$ cat src/rtl/fc_argmax_engine.sv
// Fully-connected layer with running argmax.
// Streams one feature/weight pair per cycle from external synchronous memories.
// Each class score is a saturated, scaled dot product. The best class is latched on completion.
module fc_argmax_engine #(
    parameter int unsigned N_IN    = 64,
    parameter int unsigned N_CLASS = 10,
    parameter int unsigned DW      = 16,
    parameter int unsigned WW      = 8,
    parameter int unsigned ACC_W   = 32,
    parameter int unsigned FRAC    = 8,
    localparam int unsigned KW = (N_IN > 1) ? $clog2(N_IN) : 1,
    localparam int unsigned AW = (N_IN * N_CLASS > 1) ? $clog2(N_IN * N_CLASS) : 1
) (
    input  logic                 clk,
    input  logic                 rst,
    input  logic                 start,
    output logic [KW-1:0]        feat_idx,
    input  logic signed [DW-1:0] feat_data,
    output logic [AW-1:0]        w_addr,
    input  logic signed [WW-1:0] w_data,
    input  logic [3:0]           sel,
    output logic signed [DW-1:0] score_out,
    output logic                 busy,
    output logic                 done,
    output logic [3:0]           best_class,
    output logic signed [DW-1:0] best_score
);

    typedef enum logic [2:0] {StIdle, StRun, StDrain, StWrite, StDone} state_e;

    localparam logic signed [ACC_W-1:0] SatMax = {{(ACC_W-DW+1){1'b0}}, {(DW-1){1'b1}}};
    localparam logic signed [ACC_W-1:0] SatMin = {{(ACC_W-DW+1){1'b1}}, {(DW-1){1'b0}}};

    state_e                  state_q, state_d;
    logic [KW-1:0]           k_q;
    logic [AW-1:0]           addr_q;
    logic [3:0]              c_q;
    logic signed [ACC_W-1:0] acc_q;
    logic                    acc_en_q;   // previous cycle was RUN: memory data is now valid
    logic signed [DW-1:0]    score_q [N_CLASS];
    logic [3:0]              run_class_q;
    logic signed [DW-1:0]    run_score_q;
    logic                    done_q;
    logic [3:0]              best_class_q;
    logic signed [DW-1:0]    best_score_q;

    logic                       last_k, last_c, take;
    logic signed [DW+WW-1:0]    prod;
    logic signed [ACC_W-1:0]    prod_ext, shifted;
    logic signed [DW-1:0]       sat_val;

    assign last_k   = (k_q == KW'(N_IN - 1));
    assign last_c   = (c_q == 4'(N_CLASS - 1));
    assign prod     = (DW+WW)'(feat_data) * (DW+WW)'(w_data);
    assign prod_ext = ACC_W'(prod);
    assign shifted  = acc_q >>> FRAC;

    // Saturate the scaled accumulator to the score range and decide the argmax update.
    always_comb begin
        sat_val = shifted[DW-1:0];
        if (shifted > SatMax) begin
            sat_val = SatMax[DW-1:0];
        end else if (shifted < SatMin) begin
            sat_val = SatMin[DW-1:0];
        end
        // Strict compare keeps the lower index on ties.
        take = (c_q == 4'd0) || (sat_val > run_score_q);
    end

    // State register.
    always_ff @(posedge clk or posedge rst) begin
        if (rst) begin
            state_q <= StIdle;
        end else begin
            state_q <= state_d;
        end
    end

    // Next-state logic.
    always_comb begin
        state_d = state_q;
        unique case (state_q)
            StIdle:  if (start) state_d = StRun;
            StRun:   if (last_k) state_d = StDrain;
            StDrain: state_d = StWrite;
            StWrite: state_d = last_c ? StDone : StRun;
            StDone:  state_d = StIdle;
            default: state_d = StIdle;
        endcase
    end

    // Datapath: address counters, accumulator, score array and argmax tracking.
    always_ff @(posedge clk or posedge rst) begin
        if (rst) begin
            k_q          <= '0;
            addr_q       <= '0;
            c_q          <= '0;
            acc_q        <= '0;
            acc_en_q     <= 1'b0;
            run_class_q  <= '0;
            run_score_q  <= '0;
            done_q       <= 1'b0;
            best_class_q <= '0;
            best_score_q <= '0;
            for (int i = 0; i < N_CLASS; i++) begin
                score_q[i] <= '0;
            end
        end else begin
            acc_en_q <= (state_q == StRun);
            done_q   <= (state_q == StDone);

            if (acc_en_q) begin
                acc_q <= acc_q + prod_ext;
            end else if ((state_q == StWrite) || (state_q == StIdle && start)) begin
                acc_q <= '0;
            end

            if (state_q == StIdle && start) begin
                k_q    <= '0;
                addr_q <= '0;
                c_q    <= '0;
            end else if (state_q == StRun && !last_k) begin
                k_q    <= k_q + KW'(1);
                addr_q <= addr_q + AW'(1);
            end

            if (state_q == StWrite) begin
                for (int i = 0; i < N_CLASS; i++) begin
                    if (c_q == 4'(i)) score_q[i] <= sat_val;
                end
                if (take) begin
                    run_class_q <= c_q;
                    run_score_q <= sat_val;
                end
                if (!last_c) begin
                    c_q    <= c_q + 4'd1;
                    k_q    <= '0;
                    addr_q <= addr_q + AW'(1);
                end
            end

            if (state_q == StDone) begin
                best_class_q <= run_class_q;
                best_score_q <= run_score_q;
            end
        end
    end

    // Score readback; unused selects read as zero.
    always_comb begin
        score_out = '0;
        for (int i = 0; i < N_CLASS; i++) begin
            if (sel == 4'(i)) score_out = score_q[i];
        end
    end

    assign feat_idx   = k_q;
    assign w_addr     = addr_q;
    assign busy       = (state_q != StIdle);
    assign done       = done_q;
    assign best_class = best_class_q;
    assign best_score = best_score_q;

endmodule

$ cat config.mk
export PLATFORM = sky130hd
export DESIGN_NAME = fc_argmax_engine
export DESIGN_NICKNAME = d
export VERILOG_FILES = /design/src/rtl/fc_argmax_engine.sv
export SDC_FILE = /design/constraint.sdc
export NUM_CORES = 1
export LEC_CHECK = 0
export CORE_ASPECT_RATIO = 1.2
export CORE_MARGIN = 3
export CORE_UTILIZATION = 35
export CTS_BUF_LIST = sky130_fd_sc_hd__clkbuf_8
export DETAILED_ROUTE_END_ITERATION = 10
export MAX_ROUTING_LAYER = met4
export PLACE_DENSITY = 0.6
export SLEW_MARGIN = 10
export SYNTH_ARGS = -nofsm -noshare
export SYNTH_HDL_FRONTEND = slang
export SYNTH_SLANG_ARGS = --single-unit
$ cat constraint.sdc
create_clock -name clk -period 9.4 [get_ports clk]
set_input_delay 1.88 -clock clk [delete_from_list [all_inputs] [get_ports clk]]
set_output_delay 1.88 -clock clk [all_outputs]
set_load 0.1 [all_outputs]
==> results.md, run 1 <==
- Status: finished, final reports clean
- Yosys warning count: 0
- Clock slew at reported path FFs: 0.06 ns
- CTS Buf Count: 41
- Io pins: 85
- Slew HR: 28.7%
- ANT nets after route: 0
- HPWL after DPL: around 31 mm
- Max-cap violations: 0
- Remaining global-route overflow: 0
- Worst-path maximum fanout: 16
- Filler cell count: 4,778
- Vias/cell: 5.04
- Most numerous cell in the Yosys netlist: nand2_1
- Number of synthesized flops with an enable pin: 0
- # setup viols final: 0
- Antenna violations before repair: 1
- WS Path Type: in -> reg
- Initial Utilization: 35.7%
- TritonCTS clock tree: done
- Req. time, crit path: approximately 9.8 ns
- RSZ-0062 raised after global routing: no
- Clock Skew: around 0.025 ns
- Die extent in y: 250 um
- Crit-path max cell delay: roughly 0.77 ns
- Gpl congestion: 0.893
- Row Count: 88
- Nets: between 2,000 and 2,500
- Slowest cell on the critical path: clkdlybuf4s50_1
- Clk sink count: approximately 260
- Startpoint Class: primary input
- Mapped Cells: 1,768
- Max Slew Vio Count: 0
- Worst-Skew Late Latency: about 0.55 ns
- Bufs and invs on worst path: 4
- Largest net degree at the start of global routing: 116
- Synth Cell Area: approximately 17,000 um^2
- Via count: 12,600
- Initial drt markers: 701
- Fin crit share: between 70% and 80%
- Post-cts resize count: 0
- Root buffer cell: clkbuf_8
- Post-synthesis sequential area ratio: between 30% and 40%
- CP top delay family: adder cells
- Setup crit end kind: flip-flop
- Maximum root-to-sink buffer count: 3
- Hold Crit Class: reg -> reg
- Vias in the first global route: around 13,000
- Post-synthesis cell type count: 61
- Post-synth top flop: dfrtp_1
- Htree depth: 2
- Async set-reset flop share out of synthesis: between 90% and 100%
- IO buf count: 84
- CORE AREA: 48,600 um^2
- # DRC: 0
- Die Wd: about 210 um
- First drt pass iteration count: 5
- DIE AREA: between 50,000 and 60,000 um^2
- Commonest cells post-synth: nand2_1 (293), dfrtp_1 (257), o21ai_0 (243)
- Syn Nets: a little over 2,000
- Drt total wl: roughly 41 mm
- Area growth syn-to-layout: 13.7%
- Share of post-route cells with drive strength above 1: 7.35%
- Least-Margin Pin Slew: around 1.1 ns
- Final min period: approximately 7.5 ns
- Yosys top cell by area: dfrtp_1
- Number of buffers added for setup after CTS: 0
- CP most frequent cell: fa_1
- First-pass GRT wire length: about 69 mm
- Synth top area share: 37.1%
- Critical-path cell list: clkdlybuf4s50_1 -> nand2_1 -> inv_1 -> fa_1 -> inv_1 -> fa_1 -> inv_1 -> fa_1 -> fa_1 -> ha_1 -> ha_1 -> a211oi_1 -> o21ai_0 -> a221oi_2 -> nand3_1 -> a221oi_2 -> xnor2_1 -> nor3_1 -> o21bai_1
- Worst Path Arrival: around 8 ns
- CTS Hold Bufs: 0
- Total negative slack: 0 ns
- Tot GR Track Use: 16.5%
- Synthesized area per cell: between 9 and 10 um^2
- Top cells by area, synth: dfrtp_1 (37%), fa_1 (18%), o21ai_0 (7.0%), ha_1 (6.6%), nand2_1 (6.3%)
- F_max: roughly 0.13 GHz
- Yosys reg bits: 257
- Fin. Hold Viols: 0
- Routed length per instance: ~16 um
==> registers in the layout, summed over array words and instances, names as in the netlist <==
signal,flops
score_q,160
acc_q,32
best_score,16
run_score_q,16
w_addr,10
feat_idx,6
best_class,4
c_q,4
run_class_q,4
state_q,3
acc_en_q,1
done,1
==> layout make-up <==
type | count | area (um^2) | share of cell area (%)
antenna | 1 | 2.50 | 0.0127
clock buffer | 50 | 688 | 3.49
clock inverter | 23 | 123 | 0.622
inverter | 163 | 619 | 3.14
multi-input combinational | 1257 | 10000 | 50.7
sequential | 257 | 6430 | 32.6
tap | 630 | 788 | 4.00
timing repair buffer | 115 | 1070 | 5.44
==> worst register-to-register path, delay by kind of cell, from the launching register on <==
family,cells,cell delay (ns)
AOI/OAI and AO/OA,6,1.41
DFF,1,0.35
adders and majority gates,6,2.74
xor gates and xnor gates,1,0.13
and+or+nand+nor,1,0.21
buffers and inverters,4,0.23
==> cells in the final DEF, fill, tap and decap left out, types with 31 or more instances in the layout <==
master and count:
fa_1 160, dfrtp_1 257, clkdlybuf4s50_1 84, clkbuf_8 50, o21ai_0 243, and2_1 77
buf_4 31, inv_1 178, ha_1 92, nand2_1 293, nor2_1 50, nand3_1 32
a22oi_1 37
==> through the flow <==
step	hold slack, ns	cells	worst slack [ns]	utilization (%)	cell area, um^2
2_1_floorplan	0.445	1768	0.450	-	17400
3_3_place_gp	0.456	2422	1.54	38.9	18900
3_5_place_dp	0.465	2422	1.31	38.9	18900
4_1_cts	0.479	2495	1.91	40.6	19700
5_1_grt	0.500	2496	1.53	40.6	19700
6_report	0.475	2496	1.95	40.6	19700
==> cell families after synthesis <==
logic type,after synthesis,share of synthesized area [%]
mux,38,2.35
fa+ha+maj,252,25.1
flops,257,37.1
simple gates,532,14.1
xor+xnor,38,1.92
compound gates,397,13.9
buf+inv,254,5.58
==> worst paths after layout <==
check	slack, ns	to	startpoint	cells after the start
worst max-delay path	1.95	acc_q[31]	w_data[2]	19
worst min-delay path	0.48	score_q[65]	score_q[65]	2
worst max register to register	4.18	acc_q[23]	acc_q[6]	18
worst min register to register	0.48	score_q[65]	score_q[65]	2
max in group asynchronous	5.89	score_q[158]	rst	3
min in group asynchronous	1.87	done	rst	2
==> layer usage <==
layer,vias up,global-route usage [%],wire (um)
li1,6042,-,-
met1,6195,21.8,18600
met2,271,27.0,19900
met3,68,1.71,1570
met4,0,4.67,986
met5,-,-,0
Power of run 1 is left out: the tool's default activity adds up to more than one toggle a clock period on the data nets, which glitch-free logic cannot reach.
==> run 2: changes to the inputs <==
Clock period 9.4 ns to 6 ns, I/O delays scaled along.
==> run 2 against run 1 <==
Sequential share of layout area decreased by 1.9 points. Non-clock buffer count increased by 128. Highest routed layer unchanged. Die area unchanged. Sequential cell count unchanged. Worst setup slack got worse by 1.9 ns. Cell count increased by 4.8%. Worst hold slack got worse by 0.0014 ns. Utilization increased by 2.6 points. Clock-buffer cell count increased by 1. Via count increased by 2.7%. Routed wire length increased by 5.5%.
==> results.md, run 2 (synthesized netlist as in run 1, its figures left out) <==
- Most frequent cells in the layout: nand2_1 (291), dfrtp_1 (257), o21ai_0 (239), inv_1 (170), buf_4 (167)
- Max-cap violations: 0
- First-pass GRT wire length: 71.4 mm
- Worst-Skew Late Latency: between 0.5 and 0.6 ns
- Req. time, crit path: between 6 and 7 ns
- Worst setup path start: w_data[1]
- Total negative slack: 0 ns
- Worst Reg-to-Reg Cells: 19
- Vias in the first global route: 13,500
- R2R Path End: acc_q[28]
- HPWL after DPL: between 30 and 40 mm
- Slew HR: 28.4%
- Routed length per instance: 16.6 um
- Antenna violations before repair: 1
- Max Slew Vio Count: 0
- Clock Skew: between 0.02 and 0.025 ns
- Share of post-route cells with drive strength above 1: between 10% and 20%
- Worst Path Arrival: 6.36 ns
- Via count: around 13,000
- Drt total wl: about 43 mm
- Initial Utilization: between 30% and 40%
- F_max: approximately 0.17 GHz
- # DRC: 0
- Fin crit share: roughly 99%
- RSZ-0062 raised after global routing: yes
- First drt pass iteration count: 7
- Root buffer cell: clkbuf_8
- Least-Margin Pin Slew: about 1.1 ns
- Met2 Usage GRT: ~29%
- Largest net degree at the start of global routing: around 150
- Biggest regs: score_q (160), acc_q (32)
- Hold Crit Class: reg -> reg
- Gr busiest metal: met2
- CTS Buf Count: 39
- Final min period: just under 6 ns
- Hold Slack: ~0.47 ns
- Nets: 2,244
- Startpoint Class: primary input
- Clk sink count: 257
- Remaining global-route overflow: 0
- Worst-path maximum fanout: 7
- Worst r2r src: acc_q[4]
- Post-route setup slack: ~0.067 ns
- Pre-CTS setup slack: -0.718 ns
- Leading cell type in the layout, fill and taps excluded: nand2_1
- Die Wd: between 200 and 250 um
- Largest Register: score_q
- Row Count: 88
- Max reg flops: 160
- Vias/cell: roughly 4.9
- Tot GR Track Use: 17.1%
- Core Util, Final: between 40% and 50%
- WS Path Type: in -> reg
- Setup crit end kind: flip-flop
- Initial drt markers: between 600 and 700
- Maximum root-to-sink buffer count: 3
- Die extent in y: around 250 um
- CTS Hold Bufs: 0
- DIE AREA: about 52,000 um^2
- TritonCTS clock tree: done
- # setup viols final: 0
- IO buf count: 84
- Htree depth: 2
- Io pins: 85
- Status: finished, final reports clean
- Met3 Use GR: roughly 1.8%
- R2r setup slk: around 0.96 ns
- Area growth syn-to-layout: 20.8%
- Fin. Hold Viols: 0
- ANT nets after route: 0
- Critical Path Sink: acc_q[28]
- Clock slew at reported path FFs: around 0.060 ns
- Met1 usage in global routing: between 20% and 30%
- CORE AREA: slightly below 50,000 um^2
- Gpl congestion: 0.900
-- run 2: changes by cell type in the layout (fill, tap and decap cells not counted), moves of 8 or more --
cell / previous run / this run
ha_1: 92 / 76
buf_4: 31 / 167
clkdlybuf4s50_1: 84 / 61
inv_1: 178 / 170
ha_4: 0 / 14
-- run 2: how the worst min path moves through the flow --
stage | from | end | slack, ns | cells after the start
6_report | score_q[74] | score_q[74] | 0.47 | 2
5_1_grt | score_q[68] | score_q[68] | 0.50 | 2
4_1_cts | score_q[66] | score_q[66] | 0.48 | 2
3_5_place_dp | score_q[66] | score_q[66] | 0.47 | 2
3_3_place_gp | score_q[53] | score_q[53] | 0.46 | 2
2_1_floorplan | score_q[19] | score_q[19] | 0.44 | 2
-- run 2: cell type report --
| type | count | area, um^2 |
|---|---|---|
| Timing Repair Buffer | 243 | 2060 |
| Multi-Input combinational cell | 1257 | 10300 |
| Tap cell | 630 | 788 |
| Inverter | 163 | 618 |
| Clock inverter | 14 | 81.3 |
| Fill cell | 4685 | 27600 |
| Sequential cell | 257 | 6430 |
| Clock buffer | 51 | 702 |
| Antenna cell | 1 | 2.50 |
-- run 2: layer usage --
| layer | share of wire [%] | vias to the layer above |
|---|---|---|
| met4 | 1.7 | 0 |
| met1 | 46 | 6366 |
| li1 | - | 6276 |
| met2 | 49 | 225 |
| met3 | 3.2 | 50 |
| met5 | 0 | - |
-- run 2: stage by stage --
| stage | instances | instance area [um^2] |
|---|---|---|
| 3_5_place_dp | 2545 | 19800 |
| 4_1_cts | 2611 | 20700 |
| 2_1_floorplan | 1768 | 17400 |
| 3_3_place_gp | 2545 | 19800 |
| 6_report | 2616 | 21000 |
| 5_1_grt | 2616 | 21000 |
-- run 2: repair_timing --
item,in CTS,in global routing
setup buffers,1,4
setup endpoints to repair,6,11
resized for setup,10,46
gates cloned,0,0
pin swaps,7,32
-- run 2: critical path, cell delays in order --
cell and delay [ns]:
clkdlybuf4s50_1 0.50, buf_12 0.13, nand2_1 0.06, fa_1 0.51
inv_1 0.05, fa_1 0.45, ha_1 0.28, inv_1 0.05
fa_1 0.52, inv_1 0.04, ha_1 0.29, ha_2 0.20
fa_2 0.39, a211oi_4 0.32, o21ai_2 0.13, nand4_1 0.17
o2bb2ai_2 0.15, o21ai_2 0.09, a221o_1 0.34, a21o_1 0.18
a221o_1 0.28
Power of run 2 is left out for the same reason.
